==> src/rtl/mips_isa_pkg.sv <==
// MIPS subset opcode/funct constants, instruction kinds and loader states shared by
// the instruction encoder/loader and the opcode decoder.
package mips_isa_pkg;

  typedef enum logic [4:0] {
    K_ADD  = 5'd0,  K_SUB  = 5'd1,  K_AND  = 5'd2,  K_OR   = 5'd3,
    K_SLT  = 5'd4,  K_SLL  = 5'd5,  K_SRL  = 5'd6,  K_JR   = 5'd7,
    K_ADDI = 5'd8,  K_SLTI = 5'd9,  K_ANDI = 5'd10, K_ORI  = 5'd11,
    K_LW   = 5'd12, K_SW   = 5'd13, K_LI   = 5'd14, K_BEQ  = 5'd15,
    K_BNE  = 5'd16, K_J    = 5'd17, K_JAL  = 5'd18
  } kind_e;

  typedef enum logic [1:0] {ST_IDLE, ST_LOAD, ST_DONE, ST_ERR} ld_state_e;

  localparam logic [5:0] OP_RTYPE = 6'b000000;
  localparam logic [5:0] OP_ADDI  = 6'b001000;
  localparam logic [5:0] OP_SLTI  = 6'b001010;
  localparam logic [5:0] OP_ANDI  = 6'b001100;
  localparam logic [5:0] OP_ORI   = 6'b001101;
  localparam logic [5:0] OP_LW    = 6'b100011;
  localparam logic [5:0] OP_SW    = 6'b101011;
  localparam logic [5:0] OP_LI    = 6'b010000;
  localparam logic [5:0] OP_BEQ   = 6'b000100;
  localparam logic [5:0] OP_BNE   = 6'b000101;
  localparam logic [5:0] OP_J     = 6'b000010;
  localparam logic [5:0] OP_JAL   = 6'b000011;

  localparam logic [5:0] FUNCT_ADD = 6'b100000;
  localparam logic [5:0] FUNCT_SUB = 6'b100010;
  localparam logic [5:0] FUNCT_AND = 6'b100100;
  localparam logic [5:0] FUNCT_OR  = 6'b100101;
  localparam logic [5:0] FUNCT_SLT = 6'b101010;
  localparam logic [5:0] FUNCT_SLL = 6'b000000;
  localparam logic [5:0] FUNCT_SRL = 6'b000010;
  localparam logic [5:0] FUNCT_JR  = 6'b001000;

  function automatic logic [31:0] enc_r(input logic [4:0] rs, input logic [4:0] rt,
                                        input logic [4:0] rd, input logic [4:0] shamt,
                                        input logic [5:0] funct);
    return {OP_RTYPE, rs, rt, rd, shamt, funct};
  endfunction

  function automatic logic [31:0] enc_i(input logic [5:0] op, input logic [4:0] rs,
                                        input logic [4:0] rt, input logic [15:0] imm);
    return {op, rs, rt, imm};
  endfunction

endpackage

==> src/rtl/instr_encode.sv <==
// Combinational encoder: instruction kind + fields + word address -> 32-bit MIPS word,
// flagging kinds outside the supported set.
module instr_encode
  import mips_isa_pkg::*;
#(
  parameter int unsigned ADDR_W = 8
) (
  input  logic [4:0]        i_kind,
  input  logic [4:0]        i_rs,
  input  logic [4:0]        i_rt,
  input  logic [4:0]        i_rd,
  input  logic [4:0]        i_shamt,
  input  logic [15:0]       i_imm,
  input  logic [ADDR_W-1:0] i_target,
  input  logic [ADDR_W-1:0] i_pc,
  output logic [31:0]       o_word,
  output logic              o_illegal
);

  logic [ADDR_W-1:0] w_rel;
  logic [15:0]       w_br_imm;
  logic [25:0]       w_jtarget;

  // Branch offset is relative to the following word, computed modulo the address space.
  assign w_rel     = i_target - i_pc - ADDR_W'(1);
  assign w_br_imm  = 16'($signed(w_rel));
  assign w_jtarget = 26'(i_target);

  always_comb begin
    o_word    = '0;
    o_illegal = 1'b0;
    case (i_kind)
      K_ADD:  o_word = enc_r(i_rs, i_rt, i_rd, i_shamt, FUNCT_ADD);
      K_SUB:  o_word = enc_r(i_rs, i_rt, i_rd, i_shamt, FUNCT_SUB);
      K_AND:  o_word = enc_r(i_rs, i_rt, i_rd, i_shamt, FUNCT_AND);
      K_OR:   o_word = enc_r(i_rs, i_rt, i_rd, i_shamt, FUNCT_OR);
      K_SLT:  o_word = enc_r(i_rs, i_rt, i_rd, i_shamt, FUNCT_SLT);
      K_SLL:  o_word = enc_r(5'd0, i_rt, i_rd, i_shamt, FUNCT_SLL);
      K_SRL:  o_word = enc_r(5'd0, i_rt, i_rd, i_shamt, FUNCT_SRL);
      K_JR:   o_word = enc_r(i_rs, 5'd0, 5'd0, 5'd0, FUNCT_JR);
      K_ADDI: o_word = enc_i(OP_ADDI, i_rs, i_rt, i_imm);
      K_SLTI: o_word = enc_i(OP_SLTI, i_rs, i_rt, i_imm);
      K_ANDI: o_word = enc_i(OP_ANDI, i_rs, i_rt, i_imm);
      K_ORI:  o_word = enc_i(OP_ORI, i_rs, i_rt, i_imm);
      K_LW:   o_word = enc_i(OP_LW, i_rs, i_rt, i_imm);
      K_SW:   o_word = enc_i(OP_SW, i_rs, i_rt, i_imm);
      K_LI:   o_word = enc_i(OP_LI, 5'd0, i_rt, i_imm);
      K_BEQ:  o_word = enc_i(OP_BEQ, i_rs, i_rt, w_br_imm);
      K_BNE:  o_word = enc_i(OP_BNE, i_rs, i_rt, w_br_imm);
      K_J:    o_word = {OP_J, w_jtarget};
      K_JAL:  o_word = {OP_JAL, w_jtarget};
      default: o_illegal = 1'b1;
    endcase
  end

endmodule

==> src/rtl/instr_encoder_loader.sv <==
// Streams symbolic instruction records into instruction memory as encoded MIPS words,
// holding the CPU in reset until a session completes. LOADER_CHECKSUM_EN adds an XOR checksum.
module instr_encoder_loader
  import mips_isa_pkg::*;
#(
  parameter int unsigned ADDR_W = 8,
  parameter int unsigned DEPTH  = 256
) (
  input  logic              clk,
  input  logic              rst_n,
  input  logic              start,
  input  logic [ADDR_W-1:0] base_addr,
  input  logic              in_valid,
  output logic              in_ready,
  input  logic [4:0]        in_kind,
  input  logic [4:0]        in_rs,
  input  logic [4:0]        in_rt,
  input  logic [4:0]        in_rd,
  input  logic [4:0]        in_shamt,
  input  logic [15:0]       in_imm,
  input  logic [ADDR_W-1:0] in_target,
  input  logic              in_last,
  output logic              imem_we,
  output logic [ADDR_W-1:0] imem_addr,
  output logic [31:0]       imem_wdata,
  input  logic              imem_ready,
  output logic              busy,
  output logic              done,
  output logic              err,
  output logic [ADDR_W:0]   count,
  output logic              cpu_hold
`ifdef LOADER_CHECKSUM_EN
  ,
  output logic [31:0]       checksum
`endif
);

  localparam int unsigned CNT_W = ADDR_W + 1;

  ld_state_e         r_state;
  logic [ADDR_W-1:0] r_base;
  logic [CNT_W-1:0]  r_index;
  logic              r_last_taken;
  logic              r_we;
  logic [ADDR_W-1:0] r_addr;
  logic [31:0]       r_wdata;
  logic              r_busy;
  logic              r_done;
  logic              r_err;
  logic [CNT_W-1:0]  r_count;
  logic              r_hold;
`ifdef LOADER_CHECKSUM_EN
  logic [31:0]       r_csum;
`endif

  logic [31:0]       w_word;
  logic              w_illegal;
  logic [ADDR_W-1:0] w_pc;
  logic [CNT_W-1:0]  w_span;
  logic              w_overflow;
  logic              w_ready;
  logic              w_accept;
  logic              w_wr_hs;

  // r_index counts accepted records; each accepted record is written exactly once.
  assign w_pc       = r_base + r_index[ADDR_W-1:0];
  assign w_span     = CNT_W'(r_base) + r_index;
  assign w_overflow = (w_span >= CNT_W'(DEPTH));
  assign w_ready    = (r_state == ST_LOAD) & ~r_last_taken & (~r_we | imem_ready);
  assign w_accept   = in_valid & w_ready;
  assign w_wr_hs    = r_we & imem_ready;

  instr_encode #(.ADDR_W(ADDR_W)) u_encode (
    .i_kind    (in_kind),
    .i_rs      (in_rs),
    .i_rt      (in_rt),
    .i_rd      (in_rd),
    .i_shamt   (in_shamt),
    .i_imm     (in_imm),
    .i_target  (in_target),
    .i_pc      (w_pc),
    .o_word    (w_word),
    .o_illegal (w_illegal)
  );

  always_ff @(posedge clk or negedge rst_n) begin
    if (!rst_n) begin
      r_state      <= ST_IDLE;
      r_base       <= '0;
      r_index      <= '0;
      r_last_taken <= 1'b0;
      r_we         <= 1'b0;
      r_addr       <= '0;
      r_wdata      <= '0;
      r_busy       <= 1'b0;
      r_done       <= 1'b0;
      r_err        <= 1'b0;
      r_count      <= '0;
      r_hold       <= 1'b1;
`ifdef LOADER_CHECKSUM_EN
      r_csum       <= '0;
`endif
    end else begin
      case (r_state)
        ST_IDLE, ST_DONE, ST_ERR: begin
          if (start) begin
            r_state      <= ST_LOAD;
            r_base       <= base_addr;
            r_index      <= '0;
            r_last_taken <= 1'b0;
            r_count      <= '0;
            r_busy       <= 1'b1;
            r_done       <= 1'b0;
            r_err        <= 1'b0;
            r_hold       <= 1'b1;
`ifdef LOADER_CHECKSUM_EN
            r_csum       <= '0;
`endif
          end
        end
        ST_LOAD: begin
          if (w_wr_hs) begin
            r_we    <= 1'b0;
            r_count <= r_count + CNT_W'(1);
`ifdef LOADER_CHECKSUM_EN
            r_csum  <= r_csum ^ r_wdata;
`endif
            if (r_last_taken) begin
              r_state <= ST_DONE;
              r_busy  <= 1'b0;
              r_done  <= 1'b1;
              r_hold  <= 1'b0;
            end
          end
          // A new record may be accepted in the same cycle the previous write completes.
          if (w_accept) begin
            if (w_illegal || w_overflow) begin
              r_state <= ST_ERR;
              r_busy  <= 1'b0;
              r_err   <= 1'b1;
            end else begin
              r_we         <= 1'b1;
              r_addr       <= w_pc;
              r_wdata      <= w_word;
              r_index      <= r_index + CNT_W'(1);
              r_last_taken <= in_last;
            end
          end
        end
        default: r_state <= ST_IDLE;
      endcase
    end
  end

  assign in_ready   = w_ready;
  assign imem_we    = r_we;
  assign imem_addr  = r_addr;
  assign imem_wdata = r_wdata;
  assign busy       = r_busy;
  assign done       = r_done;
  assign err        = r_err;
  assign count      = r_count;
  assign cpu_hold   = r_hold;
`ifdef LOADER_CHECKSUM_EN
  assign checksum   = r_csum;
`endif

endmodule
==> config.mk <==
export PLATFORM = sky130hd
export DESIGN_NAME = instr_encoder_loader
export DESIGN_NICKNAME = d
export VERILOG_FILES = /design/src/rtl/mips_isa_pkg.sv /design/src/rtl/instr_encode.sv /design/src/rtl/instr_encoder_loader.sv
export SDC_FILE = /design/constraint.sdc
export NUM_CORES = 1
export LEC_CHECK = 0
export ABC_AREA = 1
export CORE_UTILIZATION = 30
export CTS_CLUSTER_SIZE = 25
export DETAILED_ROUTE_END_ITERATION = 16
export HOLD_SLACK_MARGIN = 0.1
export SLEW_MARGIN = 20
export SYNTH_ARGS = -nofsm -noshare
export SYNTH_HDL_FRONTEND = slang
export SYNTH_SLANG_ARGS = --single-unit
export TNS_END_PERCENT = 30
==> constraint.sdc <==
create_clock -name clk -period 3.45 [get_ports clk]
set_input_delay 0.5175 -clock clk [delete_from_list [all_inputs] [get_ports clk]]
set_output_delay 0.5175 -clock clk [all_outputs]
set_load 0.03 [all_outputs]
After elaboration in Yosys (flattened, before gate mapping):

Cells that the tools add are included.

* word-level logic and storage cells: 101
* bits of input ports: 63
* output and inout port bits: 55
* flip-flop bits (word level): 74

* bitwise operators: 8
* add/subtract/negate cells: 6
* $lt $le $gt $ge: 1
* reduce and logical (&&, ||, !) cells: 11
* equality and inequality tests: 27
* multiplexer cells: 36

Operators with widths (number)
* $pmux W32 S19: 1
* $eq A5 B4 Y1 const B: 8
* $mux W9: 4
* $pmux W9 S2: 2
* $eq A5 B3 Y1 const B: 4
* $reduce_or A19 Y1: 1
* $add A9 B1 Y9 const B: 2
* $mux W1: 18
* $eq A5 B5 Y1 const B: 3
* $reduce_and A3 Y1: 4
* $eq A5 B2 Y1 const B: 2
* $mux W2: 5
* $ne A2 B2 Y1 const B: 5
* $pmux W1 S2: 5
* $add A8 B9 Y9: 1
* $ge A9 B9 Y1 const B: 1
* $add A8 B8 Y8: 1
* $sub A8 B1 Y8 const B: 1
* $sub A8 B8 Y8: 1
* $eq A5 B1 Y1 const B: 1
* $logic_not A5 Y1: 1
* $and A1 B1 Y1: 4
* $eq A2 B2 Y1 const B: 2
* $pmux W2 S2: 1
* other kinds (8): 11

Longest topological paths before layout:

Gate-level depths: netlist of the first run.

* depth after elaboration: 7
* gate-level depth with buffers: 18
* mapped depth without buffers: 18

Hierarchy:

Synthesis of the first run repeated with hierarchy kept, for this count alone.

* cells, all modules: 655
* area, all modules: 4742.0 um2

Modules (own cells, without submodules)
* instr_encoder_loader: sequential area each 1853.0 um2, times used 1, area each 3646.0 um2, cells each 429
* instr_encode: sequential area each 0.0 um2, times used 1, area each 1096.1 um2, cells each 226

Worst setup path before layout of the first run:

OpenSTA, ideal clock, no wires.

* path kind: reg-to-reg
* start: register r_index[0]
* end: register r_wdata[10] (netlist: imem_wdata[10])
* setup slack: 0.792 ns
* stages on the path, launching flop included: 17
* data required time: 3.385 ns
* library setup time: 0.065 ns
* period minus slack after synthesis: 2.658 ns
* path buffers: 0
* arrival: 2.593 ns
* path through: dfrtp_1 > ha_1 > fa_1 > nand2_1 > nand2_1 > nand3_1 > nand2_1 > a21oi_1 > xor2_1 > ha_1 > a21oi_1 > nand3_1 > nand2_1 > nand3_4 > nand2_1 > nand2_1 > nand2_1

* cells in the longest elaborated chain, start to end: 5
* elaborated cells between the ends (all ways): 9
* classes of those cells: 4 x add/sub; 1 x order compare; 1 x mux; 1 x bitwise; 2 x reduce/logical

Ends and longest elaborated chain
* start: declaration: line instr_encoder_loader.sv:42 `logic [CNT_W-1:0] r_index;`
* start signal: assignment: line instr_encoder_loader.sv:145 `r_index <= r_index + CNT_W'(1);`
* parallel branches: the longest is 5 deep, another holds $add A8 B8 Y8
* end signal: assignment: line instr_encoder_loader.sv:144 `r_wdata <= w_word;`
* end: declaration: line instr_encoder_loader.sv:46 `logic [31:0] r_wdata;`

Parallel ways; which one is timed is not known.
A chain may end at the register's enable or synchronous reset.

Worst setup path after layout of the first run:

* start: register r_index[0]
* end: register r_wdata[11] (netlist: imem_wdata[11])

Same word-level chain as after synthesis.

==> results_dict.tcl, run 1 <==
set metrics [dict create \
    overflow 0 \
    r2r-start "r_index[0]" \
    syn_avg_cell_area_um2 7.60 \
    synth.top_cell.area_share_pct 42.3 \
    io_pins 118 \
    cts_setup_buffers 0 \
    syn2layout_area_growth_pct 38.0 \
    crit_type "flip-flop to flip-flop" \
    path_max_fanout 9 \
    yosysTopAreaCell "dfrtp_1" \
    synth_flop_cell "dfrtp_1" \
    grt_usage_pct 18.2 \
    cts_tree "done" \
    final_max_slew_viol_count 0 \
    syn_area_mm2 0.00432 \
    synthTopCellsByArea "dfrtp_1 42%, nand2_1 18%, nand3_1 4.9%" \
    worstHoldPathType "input pin to async pin" \
    cts-root-buf "clkbuf_16" \
    cts_hold_buffers 0 \
    max_freq_mhz 330 \
    grt_max_degree 75 \
    synth-async-reset-ratio_pct 100 \
    viasPerCell 4.73 \
    drive_gt1_share_pct 6.51 \
    finalSetupViolCount 0 \
    p_switching_mw 2.18 \
    crit_required_ps 3730 \
    drc 0 \
    core_mm2 0.0139 \
    p_int_mw 2.69 \
    ctsResizeCount 0 \
    core.rowCount 43 \
    portBuffers 117 \
    fin_ws_ps 424 \
    vias 4122 \
    hold_viol_final 0 \
    final_common_cell "nand2_1" \
    grt_first_pass_wirelength_mm 20.7 \
    p_leak_nw 2.90 \
    yosys_warnings 0 \
    synth_cell_type_count 44 \
    nNetsFinal 766 \
    h-tree-depth 3 \
    numCtsBuffers 9 \
    antenna_found_initial 0 \
    ff2ff_path_depth 16 \
    syn_inst 568 \
    clock_power_share_pct 18.4 \
    grt_pass1_vias 4184 \
    r2r_setup_slack_ps 420 \
    synthesis.nets 648 \
    critPathLaunchType "flip-flop" \
    period_share_pct 87.7 \
    hold_slack_ps 325 \
    regToRegEndpoint "imem_wdata[11]" \
    worst_ep_arrival_time_ps 3310 \
    post_drt_wl_per_cell_um 14.5 \
    synth_edf_count 0 \
    clock_skew_ps 9.28 \
    place_congestion 0.836 \
    clk_latency_ps 350 \
    place_inst 855 \
    die_h_um 122 \
    hpwl_mm 9.64 \
    maxCapViolCount 0 \
    switching_share_pct 44.8 \
    die_w_um 122 \
    maxSlewHeadroom_pct 36.8 \
    ir_worst_vdd_mv 0.275 \
    seqPwrFrac_pct 29.2 \
    instances_no_fill 871 \
    ant_nets 0 \
    drt_iter0_drc 161 \
    end_kind "flip-flop" \
    synth_seq_cells 74 \
    dr.pass1.iters 4 \
    final_cell_mix "202 x nand2_1, 116 x clkdlybuf4s50_1, 73 x dfrtp_1" \
    start_util_pct 31.0 \
    post-place-ws_ps 371 \
    diodes 0 \
    drt_wl_total_mm 12.7 \
    dieArea_mm2 0.0149 \
    period_minus_slack_ps 3030 \
    clockBufferDepth 2 \
    tightestPinTransition_ps 949 \
    yosysSeqAreaShare_pct 42.9 \
    clkSlewWorstSetupHoldPaths_ps 60 \
    critPathLaunch "r_index[0]" \
    cts.sinks 74 \
    power_density_mw_per_mm2 816 \
    rsz0062_at_grt "false" \
    fin_setup_tns_ps 0 \
    crit_end "imem_wdata[11]" \
    combinationalPowerShare_pct 52.4 \
    status "completed" \
]
-- stage by stage --
| stage | util, % | cell area (um^2) | power (mW) |
|---|---|---|---|
| finish | 42.8 | 5960 | 4.86 |
| detailed placement | 40.8 | 5680 | 4.00 |
| global placement | 40.8 | 5680 | 3.95 |
| global route | 42.8 | 5960 | 5.25 |
| floorplan | - | 4320 | 3.04 |
| CTS | 42.8 | 5960 | 4.92 |
-- per-layer routing --
metal,vias to the layer above,wire (um),global-route usage (%)
met5,-,0,0
li1,2088,-,-
met1,1911,5790,22.3
met2,110,5980,31.3
met4,0,199,6.40
met3,13,687,3.89
-- area by class of cell --
type | instances | area [um^2]
clock buffers | 11 | 243
clock inverters | 5 | 37.5
fillers | 1436 | 7970
inverters | 57 | 215
multi-input cells | 423 | 2160
flip-flops and latches | 74 | 1850
well taps | 180 | 225
repair buffers | 121 | 1220
-- worst min-delay path by stage --
stage	cells after the start	from	to	slack [ps]
after floorplan	0	rst_n	busy	220
after global placement	1	count[8]	count[8]	450
after detailed placement	2	cpu_hold	cpu_hold	450
after CTS	1	rst_n	imem_wdata[11]	360
after global routing	1	rst_n	imem_wdata[10]	410
final	1	rst_n	imem_wdata[11]	320
-- flip-flops by register name (all words and copies together), names as in the netlist --
name	count
cpu_hold	1
busy	1
imem_wdata	32
imem_addr	8
r_index	9
r_state	2
imem_we	1
count	9
r_last_taken	1
err	1
r_base	8
done	1
-- worst max-delay path: stages, from the launching register on --
cell and delay, ps:
dfrtp_1 430, ha_1 250, fa_1 430, nand2_1 80
nand2_1 90, nand3_1 130, nand2_1 70, a21oi_1 150
xor2_1 210, ha_1 300, a21oi_1 250, nand3_1 110
nand2_1 110, nand3_4 140, nand2_1 90, nand2_1 50
nand2_1 70
-- power by group through the flow --
stage | clock network (mW) | logic, mW | registers (mW)
2_1_floorplan | 0 | 1.16 | 1.88
6_report | 0.895 | 2.55 | 1.42
4_1_cts | 0.922 | 2.58 | 1.43
5_1_grt | 0.961 | 2.82 | 1.47
3_5_place_dp | 0 | 2.56 | 1.44
3_3_place_gp | 0 | 2.53 | 1.43
-- synthesized netlist by cell type, types with 2 or more instances --
library cell and count:
inv_1 50, a21o_1 2, buf_2 6, nor2_1 36, clkbuf_1 3, o2111ai_1 2
o21ai_1 5, nand2_2 5, a21oi_2 2, xnor2_1 2, inv_2 4, nand3_1 42
clkinv_1 2, buf_6 2, nand4_2 3, ha_1 15, nor2_2 4, fa_1 2
a21oi_1 23, a221oi_1 2, a22oi_1 11, xor2_1 8, buf_4 3, dfrtp_1 73
nor3_1 7, o22ai_1 2, o21ai_0 34, nand2_1 202
-- cell families (layout without fill, tap and decap cells) --
| logic type | after synthesis | in the layout | synth area share (%) |
|---|---|---|---|
| flip-flops | 74 | 74 | 42.9 |
| AND/OR/NAND/NOR | 304 | 304 | 29.8 |
| AO/OA/AOI/OAI | 92 | 92 | 13.0 |
| buffers and inverters | 71 | 194 | 6.98 |
| adder cells (fa/ha/maj) | 17 | 17 | 5.27 |
| XOR/XNOR | 10 | 10 | 2.03 |
Note: power is estimated with default switching activity, not from simulation.
==> run 2, diff against run 1 <==
Settings changed: SLEW_MARGIN 20 to unset.
==> results of run 2 <==
No change in the layout: final DEF, timing and power equal those of run 1.
==> run 3, diff against run 2 <==
Settings changed: CORE_ASPECT_RATIO set to 0.7.
==> results_dict.tcl, run 3 (synthesis results as in run 1) <==
set metrics [dict create \
    crit_required_ps 3730 \
    fin_ws_ps 393 \
    r2r-start "r_index[0]" \
    clkSlewWorstSetupHoldPaths_ps 60 \
    regToRegEndpoint "imem_wdata[7]" \
    largest_reg_flops 32 \
    cts.sinks 74 \
    fillCellCount 1412 \
    tightestPinTransition_ps 952 \
    dieArea_mm2 0.0149 \
    worstHoldPathType "input pin to async pin" \
    die_w_um 145 \
    clock_skew_ps 6.17 \
    path_max_fanout 9 \
    die_h_um 102 \
    power_mw 4.96 \
    post-route-util_pct 42.8 \
    grt_usage_pct 17.9 \
    maxCapViolCount 0 \
    drt_iter0_drc 249 \
    core.rowCount 36 \
    final_common_cell "nand2_1" \
    drt_wl_total_mm 12.6 \
    ctsResizeCount 0 \
    crit_end "imem_wdata[7]" \
    clockBufferDepth 2 \
    crit_type "flip-flop to flip-flop" \
    status "completed" \
    overflow 0 \
    p_leak_nw 2.91 \
    antenna_found_initial 0 \
    portBuffers 117 \
    fin_setup_tns_ps 0 \
    r2r_setup_slack_ps 390 \
    ant_nets 0 \
    place_congestion 0.887 \
    cts_hold_buffers 0 \
    drive_gt1_share_pct 6.23 \
    core_mm2 0.0140 \
    ir_worst_vdd_mv 0.500 \
    critPathLaunchType "flip-flop" \
    power_density_mw_per_mm2 831 \
    nNetsFinal 765 \
    cts-root-buf "clkbuf_16" \
    period_share_pct 88.6 \
    rsz0062_at_grt "false" \
    hold_viol_final 0 \
    grt_max_degree 75 \
    critPathLaunch "r_index[0]" \
    syn2layout_area_growth_pct 38.3 \
    ff2ff_path_depth 16 \
    final_max_slew_viol_count 0 \
    period_minus_slack_ps 3060 \
    io_pins 118 \
    post_drt_wl_per_cell_um 14.3 \
    dr.pass1.iters 5 \
    grt_pass1_vias 4116 \
    grt_first_pass_wirelength_mm 20.9 \
    clk_latency_ps 340 \
    max_freq_mhz 327 \
    final_cell_mix "202 x nand2_1, 116 x clkdlybuf4s50_1, 73 x dfrtp_1" \
    worst_ep_arrival_time_ps 3330 \
    post-place-ws_ps 399 \
    hpwl_mm 9.54 \
    start_util_pct 30.9 \
    cts_setup_buffers 0 \
    drc 0 \
    numCtsBuffers 9 \
    viasPerCell 4.71 \
    finalSetupViolCount 0 \
    vias 4148 \
    maxSlewHeadroom_pct 36.6 \
    end_kind "flip-flop" \
    cts_tree "done" \
    diodes 0 \
    h-tree-depth 3 \
]
run 3: stage by stage:
stage	cell area [um^2]	cells	hold WS [ps]
final	5970	880	304
after CTS	5970	880	373
after detailed placement	5660	864	458
after global placement	5660	864	458
after global routing	5970	880	400
after floorplan	4320	568	222
run 3: critical path: stages, from the launching register on:
cell     delay, ps
dfrtp_1        440
ha_1           250
fa_1           430
nand2_1         90
nand2_1         80
nand3_1        120
nand2_1         70
a21oi_1        150
xor2_1         230
ha_1           310
a21oi_1        240
nand3_1        110
nand2_1        110
nand3_4        140
nand2_1        110
nand2_1         50
nand2_1         60
run 3: power breakdown:
part / internal [mW] / total [mW] / switching [mW]
sequential: 1.19 / 1.43 / 0.238
combinational: 0.975 / 2.53 / 1.56
clock: 0.632 / 0.998 / 0.365
total: 2.80 / 4.96 / 2.16
run 3: layout make-up:
type | count | area, um^2 | share of cell area, %
Multi-Input combinational cell | 423 | 2160 | 36.2
Sequential cell | 74 | 1850 | 31.0
Clock buffer | 11 | 233 | 3.90
Clock inverter | 5 | 78.8 | 1.32
Tap cell | 190 | 238 | 3.98
Timing Repair Buffer | 120 | 1190 | 19.9
Inverter | 57 | 215 | 3.60
run 3: how the worst min path moves through the flow:
stage / from / end / slack (ps) / cells past startpoint
6_report: rst_n / imem_addr[0] / 300 / 1
5_1_grt: rst_n / imem_wdata[27] / 400 / 1
4_1_cts: rst_n / imem_wdata[27] / 370 / 1
3_5_place_dp: cpu_hold / cpu_hold / 460 / 2
3_3_place_gp: cpu_hold / cpu_hold / 460 / 2
2_1_floorplan: rst_n / busy / 220 / 0
run 3: routing by layer:
layer	vias to the layer above	part of all wire, %	track usage [%]	wire (um)
li1	2089	-	-	-
met1	1906	51	24.8	6370
met2	137	41	27.6	5220
met3	16	6.9	4.91	863
met4	0	1.1	4.86	134
met5	-	0	0	0
